$ cat config.mk
export PLATFORM = sky130hd
export DESIGN_NAME = ref_clk_sel_encoder
export DESIGN_NICKNAME = d
export VERILOG_FILES = /design/src/rtl/ref_clk_sel_encoder_pkg.sv /design/src/rtl/ref_clk_sync2.sv /design/src/rtl/ref_clk_sel_encoder.sv
export SDC_FILE = /design/constraint.sdc
export NUM_CORES = 1
export LEC_CHECK = 0
export CAP_MARGIN = 0
export CORE_ASPECT_RATIO = 1.25
export CORE_MARGIN = 3
export CORE_UTILIZATION = 53
export DETAILED_ROUTE_END_ITERATION = 8
export DONT_BUFFER_PORTS = 1
export PLACE_DENSITY = 0.71
export SLEW_MARGIN = 20
export SYNTH_ARGS = -nofsm -noshare
export SYNTH_HDL_FRONTEND = slang
export SYNTH_HIERARCHICAL = 1
export SYNTH_SLANG_ARGS = --single-unit
$ cat constraint.sdc
create_clock -name clk -period 1.4 [get_ports clk]
set_input_delay 0.28 -clock clk [delete_from_list [all_inputs] [get_ports clk]]
set_output_delay 0.28 -clock clk [all_outputs]
set_load 0.02 [all_outputs]
$ cat src/rtl/ref_clk_sel_encoder_pkg.sv
// Shared constants, FSM state type and one-hot helpers for the ref-clock select readback path.
package ref_clk_pkg;

  localparam int TGATE_W       = 5;
  localparam int REF_CLK_SEL_W = 3;

  localparam logic [REF_CLK_SEL_W-1:0] REF_CLK_SEL_DEFAULT = 3'd1;
  localparam logic [TGATE_W-1:0]       TGATE_DEFAULT       = 5'b00010;

  typedef enum logic {
    SETTLE = 1'b0,
    LOCKED = 1'b1
  } state_t;

  // Maps a one-hot tgate vector to its divider select; non-one-hot input returns the default.
  function automatic logic [REF_CLK_SEL_W-1:0] onehot_enc(input logic [TGATE_W-1:0] v);
    logic [REF_CLK_SEL_W-1:0] code;
    case (v)
      5'b00001: code = 3'd0;
      5'b00010: code = 3'd1;
      5'b00100: code = 3'd2;
      5'b01000: code = 3'd3;
      5'b10000: code = 3'd4;
      default:  code = REF_CLK_SEL_DEFAULT;
    endcase
    return code;
  endfunction

  function automatic logic is_onehot(input logic [TGATE_W-1:0] v);
    return (v != 5'b00000) && ((v & (v - 5'b00001)) == 5'b00000);
  endfunction

endpackage

$ cat src/rtl/ref_clk_sync2.sv
// Per-bit multi-stage synchronizer with a loadable reset value, for quasi-static async status.
module ref_clk_sync2 #(
  parameter int WIDTH  = 5,
  parameter int STAGES = 2
) (
  input  logic             clk,
  input  logic             rstn,
  input  logic [WIDTH-1:0] rst_val,
  input  logic [WIDTH-1:0] d,
  output logic [WIDTH-1:0] q
);

  logic [WIDTH-1:0] stage_r [STAGES];

  // Shift chain; every stage loads rst_val on synchronous reset.
  always_ff @(posedge clk) begin
    if (!rstn) begin
      for (int i = 0; i < STAGES; i++) begin
        stage_r[i] <= rst_val;
      end
    end else begin
      stage_r[0] <= d;
      for (int i = 1; i < STAGES; i++) begin
        stage_r[i] <= stage_r[i-1];
      end
    end
  end

  assign q = stage_r[STAGES-1];

endmodule

$ cat src/rtl/ref_clk_sel_encoder.sv
// Synchronizes, debounces and one-hot checks the divider tgate status, and encodes it
// back to the ref_clk_sel code with valid/error/change flags for slow-control readout.
module ref_clk_sel_encoder
  import ref_clk_pkg::*;
#(
  parameter int SYNC_STAGES   = 2,
  parameter int STABLE_CYCLES = 4
) (
  input  logic                     clk,
  input  logic                     rstn,
  input  logic [TGATE_W-1:0]       tgate_status,
  input  logic                     clr_err,
  output logic [REF_CLK_SEL_W-1:0] sel_code,
  output logic                     sel_valid,
  output logic                     onehot_err,
  output logic                     err_sticky,
  output logic                     change_pulse
);

  localparam int CNT_W = $clog2(STABLE_CYCLES + 1);
  localparam logic [CNT_W-1:0] CNT_LAST = CNT_W'(STABLE_CYCLES - 1);
  localparam logic [CNT_W-1:0] CNT_ONE  = CNT_W'(1);
  localparam logic [CNT_W-1:0] CNT_ZERO = CNT_W'(0);

  logic [TGATE_W-1:0]       stat_s;
  logic [TGATE_W-1:0]       prev_r;
  logic                     chg_s;
  state_t                   state_r, state_nxt;
  logic [CNT_W-1:0]         cnt_r, cnt_nxt;
  logic [REF_CLK_SEL_W-1:0] sel_code_r, sel_code_nxt;
  logic [REF_CLK_SEL_W-1:0] last_code_r, last_code_nxt;
  logic                     sel_valid_r, sel_valid_nxt;
  logic                     onehot_err_r, onehot_err_nxt;
  logic                     err_sticky_r, err_sticky_nxt;
  logic                     change_pulse_r, change_pulse_nxt;
  logic [REF_CLK_SEL_W-1:0] enc_s;

  ref_clk_sync2 #(
    .WIDTH  (TGATE_W),
    .STAGES (SYNC_STAGES)
  ) u_sync (
    .clk     (clk),
    .rstn    (rstn),
    .rst_val (TGATE_DEFAULT),
    .d       (tgate_status),
    .q       (stat_s)
  );

  assign chg_s = (stat_s != prev_r);
  assign enc_s = onehot_enc(stat_s);

  // Next-state and output decode; any change restarts the settle window.
  always_comb begin
    state_nxt        = state_r;
    cnt_nxt          = cnt_r;
    sel_code_nxt     = sel_code_r;
    last_code_nxt    = last_code_r;
    sel_valid_nxt    = sel_valid_r;
    onehot_err_nxt   = onehot_err_r;
    err_sticky_nxt   = err_sticky_r & ~clr_err;
    change_pulse_nxt = 1'b0;
    if (chg_s) begin
      state_nxt     = SETTLE;
      cnt_nxt       = CNT_ZERO;
      sel_valid_nxt = 1'b0;
    end else begin
      case (state_r)
        SETTLE: begin
          if (cnt_r < CNT_LAST) begin
            cnt_nxt = cnt_r + CNT_ONE;
          end else begin
            state_nxt = LOCKED;
            if (is_onehot(stat_s)) begin
              sel_code_nxt     = enc_s;
              last_code_nxt    = enc_s;
              sel_valid_nxt    = 1'b1;
              onehot_err_nxt   = 1'b0;
              change_pulse_nxt = (enc_s != last_code_r);
            end else begin
              // Error set overrides a coincident clr_err.
              sel_valid_nxt  = 1'b0;
              onehot_err_nxt = 1'b1;
              err_sticky_nxt = 1'b1;
            end
          end
        end
        LOCKED:  state_nxt = LOCKED;
        default: state_nxt = SETTLE;
      endcase
    end
  end

  // State and output registers with synchronous active-low reset.
  always_ff @(posedge clk) begin
    if (!rstn) begin
      state_r        <= SETTLE;
      cnt_r          <= CNT_ZERO;
      prev_r         <= TGATE_DEFAULT;
      sel_code_r     <= REF_CLK_SEL_DEFAULT;
      last_code_r    <= REF_CLK_SEL_DEFAULT;
      sel_valid_r    <= 1'b0;
      onehot_err_r   <= 1'b0;
      err_sticky_r   <= 1'b0;
      change_pulse_r <= 1'b0;
    end else begin
      state_r        <= state_nxt;
      cnt_r          <= cnt_nxt;
      prev_r         <= stat_s;
      sel_code_r     <= sel_code_nxt;
      last_code_r    <= last_code_nxt;
      sel_valid_r    <= sel_valid_nxt;
      onehot_err_r   <= onehot_err_nxt;
      err_sticky_r   <= err_sticky_nxt;
      change_pulse_r <= change_pulse_nxt;
    end
  end

  assign sel_code     = sel_code_r;
  assign sel_valid    = sel_valid_r;
  assign onehot_err   = onehot_err_r;
  assign err_sticky   = err_sticky_r;
  assign change_pulse = change_pulse_r;

endmodule
# Yosys cells after proc, flatten, opt, wreduce, memory -nomap -nowiden

Memories as Yosys holds them, arrays and structs flattened.
Index checks and enable logic that the tools add are counted.

Logic and storage cells: 50
Memory bits (writable): 10
Flip-flop bits (word level): 16
Memories kept: 1
Output and inout port bits: 7

Reductions and logical operators: 9
Eq/ne operators: 6
Order comparisons: 1
$add $sub $neg: 2
Mux-type cells: 13
Bitwise operators: 10

Memories:

| memory         | words | width | rd ports | clocked after Yosys merged registers in | write ports | RTL line            | source |
|---|---|---|---|---|---|---|---|
| u_sync.stage_r | 2     | 5     | 2        | 0                                       | 2           | ref_clk_sync2.sv:13 | `logic [WIDTH-1:0] stage_r [STAGES];` |

Operator list:

| cell                                                        | number |
|---|---|
| one-hot mux 3 bit (4 select lines)                          | 1 |
| two-way mux 5 bit                                           | 2 |
| two-way mux 1 bit                                           | 9 |
| NOT 1 bit                                                   | 6 |
| bitwise AND 5 bit                                           | 1 |
| equality test 5 x 1 -> 1 bit (second input constant)        | 1 |
| equality test 5 x 3 -> 1 bit (second input constant)        | 1 |
| equality test 5 x 4 -> 1 bit (second input constant)        | 1 |
| equality test 5 bit (second input constant)                 | 1 |
| zero test 5 bit                                             | 1 |
| != test 5 bit                                               | 1 |
| nonzero test 5 bit                                          | 1 |
| OR reduction 5 bit                                          | 1 |
| subtractor 5 x 1 -> 5 bit (second input constant)           | 1 |
| AND reduction 2 bit                                         | 2 |
| AND reduction 4 bit                                         | 1 |
| adder 3 x 1 -> 3 bit (second input constant)                | 1 |
| less-than comparator 3 x 2 -> 1 bit (second input constant) | 1 |
| != test 3 bit                                               | 1 |
| AND reduction 3 bit                                         | 1 |
| OR 1 bit                                                    | 2 |
| one-hot mux 1 bit (2 select lines)                          | 1 |
| OR reduction 2 bit                                          | 1 |
| bitwise AND 1 bit                                           | 1 |
| logical AND 1 bit                                           | 1 |

# Longest topological paths before layout

Gate-level depths: netlist of run 1.
An unclocked memory read counts as a cell.

Depth in word-level cells: 9
Depth in mapped cells: 7
Depth with buffers taken out: 5

# Modules after synthesis

The synthesis of run 1 kept the hierarchy.

Modules (own cells, without submodules):

| module              | times used | area each (um^2) | cells each |
|---|---|---|---|
| ref_clk_sel_encoder | 1          | 860.8            | 94 |
| ref_clk_sync2       | 1          | 399.1            | 26 |

# Worst setup path after synthesis of run 1

OpenSTA, ideal clock, no wires.

Kind: reg2reg
Start point: memory u_sync.stage_r[1][1], in the netlist u_sync/stage_r[0][6]
End point: register last_code_r[0]
Arrival time: 1.348 ns
Cell stages (with the launch flop): 8
Slack: -0.069 ns
Setup time: 0.122 ns
Path buffers: 2
Cell sequence: dfxtp_1 buf_4 buf_6 xor2_1 mux2_4 a21oi_4 nand3b_1 nand3_1

RTL lines:

| item                   | RTL line                   | source |
|---|---|---|
| start: declaration     | ref_clk_sync2.sv:13        |  |
| end signal: assignment | ref_clk_sel_encoder.sv:110 | `last_code_r <= last_code_nxt;` |
| end: declaration       | ref_clk_sel_encoder.sv:31  | `logic [REF_CLK_SEL_W-1:0] last_code_r, last_code_nxt;` |

==> results of run 1 <==
registers in the layout (all words and copies together) (netlist names):
| register | cells |
|---|---|
| change_pulse | 1 |
| cnt_r | 3 |
| err_sticky | 1 |
| last_code_r | 3 |
| onehot_err | 1 |
| prev_r | 5 |
| sel_valid | 1 |
| state_r | 1 |
| u_sync/stage_r | 10 |
repair_timing:
action / in CTS / in global routing
gates resized for setup: 5 / 6
setup buffers: 0 / 2
hold buffers: 0 / 0
cloned: 0 / 0
pin swaps: 0 / 3
setup endpoints to repair: 7 / 10
cells by family (layout without fill, tap and decap cells):
logic type | Yosys count | in the layout | share of synthesized area
fa+ha+maj | 1 | 1 | 0.009929
compound gates | 24 | 24 | 0.1291
simple gates | 33 | 33 | 0.1500
other cells | 2 | 10 | 0.005961
xor+xnor | 9 | 9 | 0.06852
flops | 26 | 26 | 0.4131
buf+inv | 14 | 19 | 0.09235
mux | 11 | 11 | 0.1311
power by group through the flow:
stage | sequential (uW) | combinational, uW | clock [uW]
floorplan | 802 | 227 | 0
global placement | 831 | 184 | 0
detailed placement | 833 | 186 | 0
CTS | 820 | 187 | 378
global route | 825 | 218 | 407
finish | 818 | 197 | 368
layer usage:
| layer | vias to the layer above | track usage | part of all wire | routed length (um) |
|---|---|---|---|---|
| li1 | 425 | - | - | - |
| met1 | 392 | 0.1604 | 0.43 | 806 |
| met2 | 15 | 0.2231 | 0.50 | 927 |
| met3 | 4 | 0.03194 | 0.042 | 77 |
| met4 | 0 | 0.1028 | 0.023 | 43 |
| met5 | - | 0 | 0 | 0 |
placed cells by master (no fill, tap or decap), drive strengths merged, types with 7 or more instances in the layout:
master / count
a21oi: 9
buf: 11
conb: 10
dfxtp: 26
mux2: 11
nand2: 8
nor2: 8
o21ai: 7
critical path: stages, from the launching register on:
cell and delay (ns):
sky130_fd_sc_hd__dfxtp_4 0.40, sky130_fd_sc_hd__clkbuf_2 0.15, sky130_fd_sc_hd__and3_1 0.17, sky130_fd_sc_hd__a31oi_1 0.15, sky130_fd_sc_hd__o31ai_1 0.10, sky130_fd_sc_hd__a2111oi_2 0.34
cell type report:
type / instances / share of cell area
Multi-Input combinational cell: 88 / 0.4882
Sequential cell: 26 / 0.3852
Timing Repair Buffer: 12 / 0.06375
Tap cell: 31 / 0.02823
Clock buffer: 4 / 0.02641
Inverter: 3 / 0.008197
path summary, 6_finish.rpt:
check                                                  start                            to  slack, ns  cells past startpoint
worst max-delay path            u_sync/stage_r[0][9]$_DFF_P_       change_pulse$_SDFF_PP0_       0.01                      5
worst max register to register  u_sync/stage_r[0][9]$_DFF_P_       change_pulse$_SDFF_PP0_       0.01                      5
worst min register to register  u_sync/stage_r[0][2]$_DFF_P_  u_sync/stage_r[0][7]$_DFF_P_       0.48                      1
worst min-delay path                                    rstn          prev_r[1]$_SDFF_PN1_       0.04                      1
metrics by stage:
stage	hold WS (ns)	instances	setup slack (ns)	utilization
3_5_place_dp	0.3622	158	-0.07885	0.5812
3_3_place_gp	0.3599	158	-0.06344	0.5812
4_1_cts	0.02360	162	0.0003395	0.6002
5_1_grt	0.02508	164	-0.08164	0.6148
6_report	0.03860	164	0.01338	0.6148
2_1_floorplan	0.3531	128	-0.03425	-
==> tab_implementation.tex, run 1 <==
\begin{tabular}{lr}
\hline
Metric & Value \\
\hline
\multicolumn{2}{l}{\textbf{Power}} \\
Power per cell area & around 1000 nW/um\^{}2 \\
Relative contribution of combinational cells to total power & 0.142 \\
Proportion of total power due to net switching & 0.2367 \\
Cell-internal power & roughly 1100 uW \\
Switching power & between 300 and 400 uW \\
Total power draw & $\sim$1400 uW \\
Share of power burned in the clock network & 0.266 \\
Share of power burned in registers & 0.591 \\
Worst vdd ir & between 0.0006 and 0.0007 V \\
Static leakage & approximately 0.00057 uW \\
\multicolumn{2}{l}{\textbf{Die}} \\
Width of the die & 49.61 um \\
Placeable core area & 2235 sq um \\
Boundary pin count & 15 \\
Vert. Die Dim & between 60 and 70 um \\
Die Footprint & roughly 3000 sq um \\
Total number of placement rows & 19 \\
Initial Utilization & 0.5638 \\
\multicolumn{2}{l}{\textbf{Logic synthesis}} \\
Cell types with the highest counts after synthesis & 26 x sky130\_fd\_sc\_hd\_\_dfxtp\_1, 11 x sky130\_fd\_sc\_hd\_\_mux2\_4, 8 x sky130\_fd\_sc\_hd\_\_a21oi\_1, 8 x sky130\_fd\_sc\_hd\_\_nand2\_1, 7 x sky130\_fd\_sc\_hd\_\_nor2\_1 \\
Synthesized flop and latch total & 26 \\
Syn Area/Cell & 10.50 sq um \\
Syn Std Cell Area & between 1000 and 1500 sq um \\
Sequential area share after synthesis & 0.4131 \\
Leading cell types by total area after synthesis & sky130\_fd\_sc\_hd\_\_dfxtp\_1 41\%, sky130\_fd\_sc\_hd\_\_mux2\_4 13\%, sky130\_fd\_sc\_hd\_\_buf\_6 5.4\%, sky130\_fd\_sc\_hd\_\_a21oi\_1 3.2\%, sky130\_fd\_sc\_hd\_\_buf\_4 3.0\% \\
Post-Syn Instances & 120 \\
Synth async-reset ratio & 0 \\
Portion of synthesized cell area occupied by the leading cell type & 0.4131 \\
Most repeated cell in the gate-level netlist after synthesis & sky130\_fd\_sc\_hd\_\_dfxtp\_1 \\
Synth cell types & 36 \\
Commonest register cell after synthesis & sky130\_fd\_sc\_hd\_\_dfxtp\_1 \\
Library cell with the largest summed area after synthesis & sky130\_fd\_sc\_hd\_\_dfxtp\_1 \\
Number of synthesized flops with an enable pin & 0 \\
Synth warnings & 6 \\
\multicolumn{2}{l}{\textbf{STA}} \\
Setup TNS Final & 0 ns \\
Setup violations, final & 0 \\
Unrepaired setup endpoints after global routing & yes \\
Number of hold violations in the final report & 0 \\
Maximum frequency from static timing analysis & just over 700 MHz \\
Pins over their slew limit & 0 \\
Shortest clock period the worst path allows after layout & between 1 and 1.5 ns \\
Period Utilization, post-route & 0.9904 \\
Setup skew after layout & between 0.01 and 0.015 ns \\
\multicolumn{2}{l}{\textbf{GRT}} \\
Largest net degree at the start of global routing & 19 \\
First-pass GRT wire length & 3153 um \\
Overflow left after global routing & 0 \\
Via count of the first global-routing pass & $\sim$770 \\
Number of antenna violations at the first check in global routing & 0 \\
Total track usage & 0.1377 \\
\multicolumn{2}{l}{\textbf{Clock network}} \\
Post-CTS clock slew at the launch and capture registers of the worst setup and hold paths & 0.14 ns \\
CTS H-tree depth & 1 \\
CTS buffer count & 3 \\
Clock sinks & 26 \\
Worst-case clock buffer depth & 2 \\
CTS root buf & sky130\_fd\_sc\_hd\_\_clkbuf\_4 \\
Clock insertion delay at the later pin of the skew report & 0.32 ns \\
TritonCTS clock tree & done \\
\multicolumn{2}{l}{\textbf{Finish}} \\
Filler Cells Inserted & around 220 \\
Area occupied by registers & 529.3 sq um \\
Post-layout nets & about 140 \\
Synth-to-Final Area Change & 9.037\% \\
Footprint of the multi-input gates & about 670 sq um \\
Antenna cell count & 0 \\
Fraction of final layout cells sized beyond drive strength 1 & 0.3233 \\
Post-route cell area & about 1400 sq um \\
\multicolumn{2}{l}{\textbf{Hold path}} \\
Class of the worst hold path & primary input to flop \\
\multicolumn{2}{l}{\textbf{Routing}} \\
Initial DRC count & 33 \\
Residual DRC count & 0 \\
Mean number of vias per cell & around 5.1 \\
Remaining antenna violation count after routing & 0 \\
Via count of the routed design & 836 \\
Total wire length after detailed routing & around 1900 um \\
Wire per inst & 11.31 um \\
First-pass DRT Iterations & 4 \\
\multicolumn{2}{l}{\textbf{Critical path}} \\
Max Fanout on Critical Path & 6 \\
WP data arrival & around 1.6 ns \\
Type of element launching the critical path & flop \\
Critical Path RT & between 1.5 and 2 ns \\
Crit Path Category & flop to flop \\
Endpoint class of the critical path & flop \\
\multicolumn{2}{l}{\textbf{Placed design}} \\
Routability congestion estimate & 0.8174 \\
Placed Area & between 1000 and 1500 sq um \\
Port Buf Inserts & 0 \\
Detailed-placement wirelength estimate & roughly 1400 um \\
\multicolumn{2}{l}{\textbf{Status}} \\
Outcome & complete, no violations \\
\multicolumn{2}{l}{\textbf{Job}} \\
Max-cap viol count & 0 \\
\hline
\end{tabular}
(Power assumes the default switching activity.)
==> run 2: changes to the inputs <==
--- a/config.mk
+++ b/config.mk
@@ -5,6 +5,7 @@
 export SDC_FILE = /design/constraint.sdc
 export NUM_CORES = 1
 export LEC_CHECK = 0
+export ABC_AREA = 1
 export CAP_MARGIN = 0
 export CORE_ASPECT_RATIO = 1.25
 export CORE_MARGIN = 3
==> run 2 against run 1 <==
Effect of this change: wire length grew 4.6%; clock skew fell by 0.0053 ns; count of clock-buffer cells in the layout stayed put; critical path type unchanged.
==> tab_implementation.tex, run 2 <==
\begin{tabular}{lr}
\hline
Metric & Value \\
\hline
\multicolumn{2}{l}{\textbf{Status}} \\
Outcome & complete, no violations (unchanged) \\
\multicolumn{2}{l}{\textbf{Die}} \\
Die Footprint & 3042 sq um (was 3002 sq um) \\
Total number of placement rows & 19 (unchanged) \\
Boundary pin count & 15 (unchanged) \\
Vert. Die Dim & 60.92 um (was 60.51 um) \\
Width of the die & 49.94 um (was 49.61 um) \\
Placeable core area & 2258 sq um (was 2235 sq um) \\
Initial Utilization & 0.5662 (was 0.5638) \\
\multicolumn{2}{l}{\textbf{Critical path}} \\
Endpoint class of the critical path & flop (unchanged) \\
Max Fanout on Critical Path & 6 (unchanged) \\
Cell family with most CP delay & simple AND/OR/NAND/NOR gates (was compound AO/OA/AOI/OAI gates) \\
Crit Path Category & flop to flop (unchanged) \\
Type of element launching the critical path & flop (unchanged) \\
Critical path, cell by cell & nor2\_4, nand2\_1, inv\_1, nand2\_1, nand3\_1, nand2\_1, nand2\_1, nand3\_1, nand2\_1, inv\_1 (was clkbuf\_2, and3\_1, a31oi\_1, o31ai\_1, a2111oi\_2) \\
Most used cell along the critical path & sky130\_fd\_sc\_hd\_\_nand2\_1 \\
Critical Path RT & 1.63 ns (about the same) \\
WP data arrival & 1.50 ns (was 1.62 ns) \\
Number of buffers and inverters on the critical path & 2 (was 1) \\
CP max-delay cell & sky130\_fd\_sc\_hd\_\_dfxtp\_4 (unchanged) \\
Delay of the slowest cell on the worst path & 0.39 ns (was 0.40 ns) \\
\multicolumn{2}{l}{\textbf{Power}} \\
Static leakage & 0.0006810 uW (was 0.0005684 uW) \\
Worst vdd ir & 0.0007404 V (was 0.0006745 V) \\
Total power draw & 1367 uW (was 1382 uW) \\
Proportion of total power due to net switching & 0.2616 (was 0.2367) \\
Power per cell area & 1029 nW/um\^{}2 (was 1006 nW/um\^{}2) \\
Share of power burned in registers & 0.598 (was 0.591) \\
Relative contribution of combinational cells to total power & 0.137 (was 0.142) \\
Share of power burned in the clock network & 0.266 (about the same) \\
Switching power & 357.5 uW (was 327.2 uW) \\
Cell-internal power & 1009 uW (was 1055 uW) \\
\multicolumn{2}{l}{\textbf{Placed design}} \\
Detailed-placement wirelength estimate & 1562 um (was 1351 um) \\
Post-Place Worst Slack & 0.03151 ns (was -0.07885 ns) \\
Routability congestion estimate & 0.8576 (was 0.8174) \\
Port Buf Inserts & 0 (unchanged) \\
\multicolumn{2}{l}{\textbf{GRT}} \\
Overflow left after global routing & 0 (unchanged) \\
Largest net degree at the start of global routing & 25 (was 19) \\
Total track usage & 0.1470 (was 0.1377) \\
Via count of the first global-routing pass & 848 (was 768) \\
First-pass GRT wire length & 3484 um (was 3153 um) \\
Number of antenna violations at the first check in global routing & 0 (unchanged) \\
\multicolumn{2}{l}{\textbf{STA}} \\
Setup violations, final & 0 (unchanged) \\
Pins over their slew limit & 0 (unchanged) \\
Fin worst setup slack & 0.1280 ns (was 0.01338 ns) \\
Maximum frequency from static timing analysis & 786.2 MHz (was 721.2 MHz) \\
Setup skew after layout & 0.007295 ns (was 0.01260 ns) \\
Shortest clock period the worst path allows after layout & 1.272 ns (was 1.387 ns) \\
Number of hold violations in the final report & 0 (unchanged) \\
Period Utilization, post-route & 0.9086 (was 0.9904) \\
\multicolumn{2}{l}{\textbf{Logic synthesis}} \\
Commonest register cell after synthesis & sky130\_fd\_sc\_hd\_\_dfxtp\_1 (unchanged) \\
Post-Syn Instances & 177 (was 120) \\
Syn Area/Cell & 7.224 sq um (was 10.50 sq um) \\
Synthesized flop and latch total & 26 (unchanged) \\
Most repeated cell in the gate-level netlist after synthesis & sky130\_fd\_sc\_hd\_\_nand2\_1 (was sky130\_fd\_sc\_hd\_\_dfxtp\_1) \\
Leading cell types by total area after synthesis & sky130\_fd\_sc\_hd\_\_dfxtp\_1 41\%, sky130\_fd\_sc\_hd\_\_nand2\_1 19\%, sky130\_fd\_sc\_hd\_\_inv\_1 6.2\%, sky130\_fd\_sc\_hd\_\_nor2\_4 5.3\%, sky130\_fd\_sc\_hd\_\_nor2\_1 3.5\% (was sky130\_fd\_sc\_hd\_\_dfxtp\_1 41\%, sky130\_fd\_sc\_hd\_\_mux2\_4 13\%, sky130\_fd\_sc\_hd\_\_buf\_6 5.4\%, sky130\_fd\_sc\_hd\_\_a21oi\_1 3.2\%, sky130\_fd\_sc\_hd\_\_buf\_4 3.0\%) \\
Synth async-reset ratio & 0 (unchanged) \\
Portion of synthesized cell area occupied by the leading cell type & 0.4070 (was 0.4131) \\
Synth cell types & 23 (was 36) \\
Cell types with the highest counts after synthesis & 66 x sky130\_fd\_sc\_hd\_\_nand2\_1, 26 x sky130\_fd\_sc\_hd\_\_dfxtp\_1, 21 x sky130\_fd\_sc\_hd\_\_inv\_1 (was 26 x sky130\_fd\_sc\_hd\_\_dfxtp\_1, 11 x sky130\_fd\_sc\_hd\_\_mux2\_4, 8 x sky130\_fd\_sc\_hd\_\_a21oi\_1, 8 x sky130\_fd\_sc\_hd\_\_nand2\_1, 7 x sky130\_fd\_sc\_hd\_\_nor2\_1) \\
Syn Std Cell Area & 1279 sq um (was 1260 sq um) \\
Sequential area share after synthesis & 0.4070 (was 0.4131) \\
Synth warnings & 6 (unchanged) \\
Number of synthesized flops with an enable pin & 0 (unchanged) \\
Library cell with the largest summed area after synthesis & sky130\_fd\_sc\_hd\_\_dfxtp\_1 (unchanged) \\
\multicolumn{2}{l}{\textbf{Finish}} \\
Leading registers by flop count & u\_sync/stage\_r: 10 flops, prev\_r: 5 flops (unchanged) \\
Most frequent standard cell in the layout excluding fill and tap cells & sky130\_fd\_sc\_hd\_\_nand2\_1 (was sky130\_fd\_sc\_hd\_\_dfxtp\_1) \\
Final core occ & 0.5878 (was 0.6148) \\
Fraction of final layout cells sized beyond drive strength 1 & 0.1864 (was 0.3233) \\
Top reg by flops & u\_sync/stage\_r (unchanged) \\
Largest register FFs & 10 (unchanged) \\
Post-layout nets & 187 (was 143) \\
Synth-to-Final Area Change & 3.816\% (was 9.037\%) \\
Antenna cell count & 0 (unchanged) \\
Commonest cells after routing, fill and taps aside & 66 x sky130\_fd\_sc\_hd\_\_nand2\_1, 21 x sky130\_fd\_sc\_hd\_\_inv\_1, 21 x sky130\_fd\_sc\_hd\_\_dfxtp\_1 (was 21 x sky130\_fd\_sc\_hd\_\_dfxtp\_1, 11 x sky130\_fd\_sc\_hd\_\_mux2\_4, 11 x sky130\_fd\_sc\_hd\_\_buf\_4) \\
\multicolumn{2}{l}{\textbf{Clock network}} \\
Worst-case clock buffer depth & 2 (unchanged) \\
CTS buffer count & 3 (unchanged) \\
Clock insertion delay at the later pin of the skew report & 0.31 ns (was 0.32 ns) \\
Clock sinks & 26 (unchanged) \\
Hold Buf Count CTS & 0 (unchanged) \\
Post-CTS clock slew at the launch and capture registers of the worst setup and hold paths & 0.14 ns (about the same) \\
CTS root buf & sky130\_fd\_sc\_hd\_\_clkbuf\_4 (unchanged) \\
CTS H-tree depth & 1 (unchanged) \\
TritonCTS clock tree & done (unchanged) \\
\multicolumn{2}{l}{\textbf{Routing}} \\
Mean number of vias per cell & 4.625 (was 5.098) \\
Total wire length after detailed routing & 1941 um (was 1855 um) \\
Via count of the routed design & 962 (was 836) \\
Initial DRC count & 30 (was 33) \\
Wire per inst & 9.332 um (was 11.31 um) \\
Remaining antenna violation count after routing & 0 (unchanged) \\
First-pass DRT Iterations & 4 (unchanged) \\
Residual DRC count & 0 (unchanged) \\
\multicolumn{2}{l}{\textbf{Job}} \\
Max-cap viol count & 0 (unchanged) \\
\multicolumn{2}{l}{\textbf{Hold path}} \\
Class of the worst hold path & primary input to flop (unchanged) \\
\hline
\end{tabular}
-- run 2: changes by cell type after synthesis, sizes merged, moves of 11 or more --
cell / before / now
nor2: 8 / 19
nand3: 1 / 12
inv: 3 / 26
nand2: 8 / 70
mux2: 11 / 0
-- run 2: final timing paths --
check,from,to,slack [ns],cells after the start
max,u_sync/stage_r[0][5]$_DFF_P_,change_pulse$_SDFF_PP0_,0.13,10
min,rstn,prev_r[1]$_SDFF_PN1_,0.05,1
max reg2reg,u_sync/stage_r[0][5]$_DFF_P_,change_pulse$_SDFF_PP0_,0.13,10
min reg2reg,u_sync/stage_r[0][0]$_DFF_P_,u_sync/stage_r[0][5]$_DFF_P_,0.43,2
-- run 2: what timing repair did --
item | in CTS | in global routing
endpoints found under the setup margin | 1 | 5
pin swaps | 0 | 1
buffers inserted | 0 | 0
endpoints found under the hold margin | 0 | 0
resized for setup | 1 | 8
-- run 2: logic make-up after synthesis --
group | after synthesis | share of synthesized area
AOI/OAI and AO/OA | 7 | 0.02739
xor gates and xnor gates | 2 | 0.02838
adders and majority gates | 1 | 0.009783
buffers and inverters | 34 | 0.1262
DFF | 26 | 0.4070
other | 2 | 0.005873
and+or+nand+nor | 105 | 0.3953
-- run 2: per-stage QoR --
step | area, sq um | hold WS, ns | std cells | TNS (ns)
finish | 1328 | 0.04520 | 208 | 0
global route | 1328 | 0.01866 | 208 | -0.02368
CTS | 1310 | 0.02689 | 208 | 0
detailed placement | 1272 | 0.3574 | 204 | 0
global placement | 1272 | 0.3549 | 204 | 0
floorplan | 1290 | 0.3906 | 180 | 0
-- run 2: final cells by class --
cell class	count	area, sq um
multi-input cells	120	618.1
well taps	31	38.79
flip-flops and latches	26	529.3
fillers	228	930.9
repair buffers	1	7.507
clock buffers	4	36.28
inverters	26	97.59
-- run 2: routing by layer --
layer | track usage | vias up | part of all wire | routed length, um
met4 | 0.04348 | 0 | 0.0021 | 4
met5 | 0 | - | 0 | 0
met1 | 0.1737 | 418 | 0.44 | 853
li1 | - | 525 | - | -
met3 | 0.03194 | 2 | 0.030 | 59
met2 | 0.2684 | 17 | 0.53 | 1023
-- run 2: power by group through the flow --
stage | sequential, uW | clock, uW | combinational, uW
after global placement | 828 | 0 | 180
after CTS | 814 | 384 | 186
after detailed placement | 829 | 0 | 185
after global routing | 823 | 409 | 218
final | 817 | 363 | 187
after floorplan | 803 | 0 | 216
==> run 3: changes to the inputs <==
--- a/config.mk
+++ b/config.mk
@@ -9,10 +9,10 @@
 export CAP_MARGIN = 0
 export CORE_ASPECT_RATIO = 1.25
 export CORE_MARGIN = 3
-export CORE_UTILIZATION = 53
+export CORE_UTILIZATION = 55
 export DETAILED_ROUTE_END_ITERATION = 8
 export DONT_BUFFER_PORTS = 1
-export PLACE_DENSITY = 0.71
+export PLACE_DENSITY = 0.73
 export SLEW_MARGIN = 20
 export SYNTH_ARGS = -nofsm -noshare
 export SYNTH_HDL_FRONTEND = slang
==> run 3 against run 2 <==
Effect of this change: combinational power is 10% higher; register-to-register slack hardly changed; non-clock buffer count is 2 higher; design area is 2.7% higher; hold slack worse by 0.014 ns; via count is 2.5% higher; core utilization is 6.3 points higher; count of clock-buffer cells in the layout stayed put; sequential share of layout area is 0.88 points lower; die area is 3.2% lower; clock power hardly changed; global-route usage is 0.50 points higher; critical endpoint is now last_code_r[1]$_SDFFE_PN0P_; largest cell class unchanged.
==> tab_implementation.tex, run 3 (synthesis results as in run 2) <==
\begin{tabular}{lr}
\hline
Metric & Value \\
\hline
\multicolumn{2}{l}{\textbf{Die}} \\
Die Footprint & 2943 sq um (was 3042 sq um) \\
Placeable core area & 2095 sq um (was 2258 sq um) \\
Total number of placement rows & 18 (was 19) \\
Initial Utilization & 0.6105 (was 0.5662) \\
Boundary pin count & 15 (unchanged) \\
Width of the die & 49.13 um (was 49.94 um) \\
Vert. Die Dim & 59.91 um (was 60.92 um) \\
\multicolumn{2}{l}{\textbf{Finish}} \\
Final core occ & 0.6511 (was 0.5878) \\
Fraction of final layout cells sized beyond drive strength 1 & 0.2179 (was 0.1864) \\
Largest register FFs & 10 (unchanged) \\
Most frequent standard cell in the layout excluding fill and tap cells & sky130\_fd\_sc\_hd\_\_nand2\_1 (unchanged) \\
Leading registers by flop count & u\_sync/stage\_r: 10 flops, prev\_r: 5 flops (unchanged) \\
Top reg by flops & u\_sync/stage\_r (unchanged) \\
Post-route cell area & 1364 sq um (was 1328 sq um) \\
Synth-to-Final Area Change & 6.654\% (was 3.816\%) \\
Antenna cell count & 0 (unchanged) \\
Post-layout nets & 189 (was 187) \\
Commonest cells after routing, fill and taps aside & 63 x sky130\_fd\_sc\_hd\_\_nand2\_1, 21 x sky130\_fd\_sc\_hd\_\_inv\_1, 21 x sky130\_fd\_sc\_hd\_\_dfxtp\_1 (was 66 x sky130\_fd\_sc\_hd\_\_nand2\_1, 21 x sky130\_fd\_sc\_hd\_\_inv\_1, 21 x sky130\_fd\_sc\_hd\_\_dfxtp\_1) \\
Filler Cells Inserted & 192 (was 228) \\
\multicolumn{2}{l}{\textbf{Routing}} \\
Sum of met3 wire segment lengths after detailed routing & 57 um (was 59 um) \\
Initial DRC count & 19 (was 30) \\
Wire length on met2 & 1058 um (was 1023 um) \\
Remaining antenna violation count after routing & 0 (unchanged) \\
Residual DRC count & 0 (unchanged) \\
Total wire length after detailed routing & 2051 um (was 1941 um) \\
First-pass DRT Iterations & 4 (unchanged) \\
Top sig layer & met4 (unchanged) \\
Via count of the routed design & 986 (was 962) \\
Mean number of vias per cell & 4.718 (was 4.625) \\
Met1 Routed Length & 903 um (was 853 um) \\
Wire per inst & 9.813 um (was 9.332 um) \\
\multicolumn{2}{l}{\textbf{STA}} \\
Number of hold violations in the final report & 0 (unchanged) \\
Fin worst setup slack & 0.1227 ns (was 0.1280 ns) \\
Fin Hold WS & 0.03111 ns (was 0.04520 ns) \\
Setup skew after layout & 0.004205 ns (was 0.007295 ns) \\
Shortest clock period the worst path allows after layout & 1.277 ns (was 1.272 ns) \\
Pins over their slew limit & 0 (unchanged) \\
Period Utilization, post-route & 0.9124 (was 0.9086) \\
Setup violations, final & 0 (unchanged) \\
Maximum frequency from static timing analysis & 782.9 MHz (was 786.2 MHz) \\
Setup TNS Final & 0 ns (unchanged) \\
\multicolumn{2}{l}{\textbf{Clock network}} \\
Clock sinks & 26 (unchanged) \\
Clock insertion delay at the later pin of the skew report & 0.31 ns (about the same) \\
Worst-case clock buffer depth & 2 (unchanged) \\
CTS H-tree depth & 1 (unchanged) \\
TritonCTS clock tree & done (unchanged) \\
Hold Buf Count CTS & 0 (unchanged) \\
CTS buffer count & 3 (unchanged) \\
Post-CTS clock slew at the launch and capture registers of the worst setup and hold paths & 0.13 ns (was 0.14 ns) \\
CTS root buf & sky130\_fd\_sc\_hd\_\_clkbuf\_4 (unchanged) \\
\multicolumn{2}{l}{\textbf{Critical path}} \\
CP max-delay cell & sky130\_fd\_sc\_hd\_\_dfxtp\_4 (unchanged) \\
WP data arrival & 1.50 ns (about the same) \\
Cell family with most CP delay & simple AND/OR/NAND/NOR gates (unchanged) \\
Startpoint of the lowest-slack register-to-register path & u\_sync/stage\_r[0][8]\$\_DFF\_P\_ (was u\_sync/stage\_r[0][5]\$\_DFF\_P\_) \\
Max Fanout on Critical Path & 6 (unchanged) \\
Length in cells of the worst reg-to-reg path & 8 (was 10) \\
Type of element launching the critical path & flop (unchanged) \\
Worst flop-to-flop path endpoint & last\_code\_r[1]\$\_SDFFE\_PN0P\_ (was change\_pulse\$\_SDFF\_PP0\_) \\
Critical path, cell by cell & nor2\_4, nand3\_4, nand2\_2, nand3\_2, nor2\_4, nand2\_1, nand2\_1, nor2\_1 (was nor2\_4, nand2\_1, inv\_1, nand2\_1, nand3\_1, nand2\_1, nand2\_1, nand3\_1, nand2\_1, inv\_1) \\
Worst R2R Setup Slack & 0.12 ns (was 0.13 ns) \\
Crit Path Category & flop to flop (unchanged) \\
Number of buffers and inverters on the critical path & 0 (was 2) \\
Critical Path RT & 1.62 ns (was 1.63 ns) \\
Delay of the slowest cell on the worst path & 0.39 ns (about the same) \\
Endpoint class of the critical path & flop (unchanged) \\
\multicolumn{2}{l}{\textbf{Status}} \\
Outcome & complete, no violations (unchanged) \\
\multicolumn{2}{l}{\textbf{Placed design}} \\
Port Buf Inserts & 0 (unchanged) \\
Post-Place Worst Slack & 0.03247 ns (was 0.03151 ns) \\
Placed Area & 1271 sq um (was 1272 sq um) \\
Routability congestion estimate & 0.8293 (was 0.8576) \\
Detailed-placement wirelength estimate & 1553 um (was 1562 um) \\
\multicolumn{2}{l}{\textbf{GRT}} \\
First-pass GRT wire length & 3463 um (was 3484 um) \\
Largest net degree at the start of global routing & 25 (unchanged) \\
Total track usage & 0.1520 (was 0.1470) \\
Overflow left after global routing & 0 (unchanged) \\
Number of antenna violations at the first check in global routing & 0 (unchanged) \\
Via count of the first global-routing pass & 931 (was 848) \\
\multicolumn{2}{l}{\textbf{Power}} \\
Worst vdd ir & 0.0008001 V (was 0.0007404 V) \\
Static leakage & 0.0006973 uW (was 0.0006810 uW) \\
Power per cell area & 1018 nW/um\^{}2 (was 1029 nW/um\^{}2) \\
\multicolumn{2}{l}{\textbf{Hold path}} \\
Cell count of the worst hold path & 1 (unchanged) \\
Worst hold endpoint & prev\_r[1]\$\_SDFF\_PN1\_ (unchanged) \\
Class of the worst hold path & primary input to flop (unchanged) \\
Hold path startpoint & rstn (unchanged) \\
\multicolumn{2}{l}{\textbf{Job}} \\
Max-cap viol count & 0 (unchanged) \\
\hline
\end{tabular}
## run 3: changes by cell type in the layout (fill, tap and decap cells not counted), sizes merged
cell  previous run  this run
buf              1         3
## run 3: layout make-up
type	count	area (sq um)	area share
multi-input combinational	120	638.1	0.4679
sequential	26	531.8	0.3899
inverter	26	97.59	0.07156
tap	30	37.54	0.02752
clock buffer	4	36.28	0.02661
timing repair buffer	3	22.52	0.01651
## run 3: what timing repair did
action | CTS | global route
setup endpoints to repair | 1 | 5
setup buffers | 0 | 2
resized for setup | 1 | 14
pin swaps | 0 | 2
## run 3: how the worst max path moves through the flow
stage                                      start                           to  slack, ns  cells past startpoint
finish              u_sync/stage_r[0][8]$_DFF_P_  last_code_r[1]$_SDFFE_PN0P_       0.12                      8
global route        u_sync/stage_r[0][5]$_DFF_P_      change_pulse$_SDFF_PP0_     -0.001                     10
CTS                 u_sync/stage_r[0][6]$_DFF_P_      change_pulse$_SDFF_PP0_       0.05                     10
detailed placement  u_sync/stage_r[0][9]$_DFF_P_      change_pulse$_SDFF_PP0_       0.03                      7
global placement    u_sync/stage_r[0][9]$_DFF_P_      change_pulse$_SDFF_PP0_       0.05                      7
floorplan           u_sync/stage_r[0][9]$_DFF_P_  last_code_r[2]$_SDFFE_PN0P_       0.14                      8
## run 3: stage by stage
step           cells  power [uW]
3_5_place_dp     203        1014
6_report         209        1388
2_1_floorplan    180        1018
4_1_cts          207        1380
3_3_place_gp     203        1008
5_1_grt          209        1465
## run 3: layer usage
layer | up-vias | track usage
li1 | 523 | -
met1 | 446 | 0.1550
met2 | 13 | 0.2874
met3 | 4 | 0.03242
met4 | 0 | 0.08537
met5 | - | 0
## run 3: power by group
group	switching, uW	total [uW]	internal (uW)
sequential	39.0	816	777
combinational	124	206	81.9
clock	207	366	159
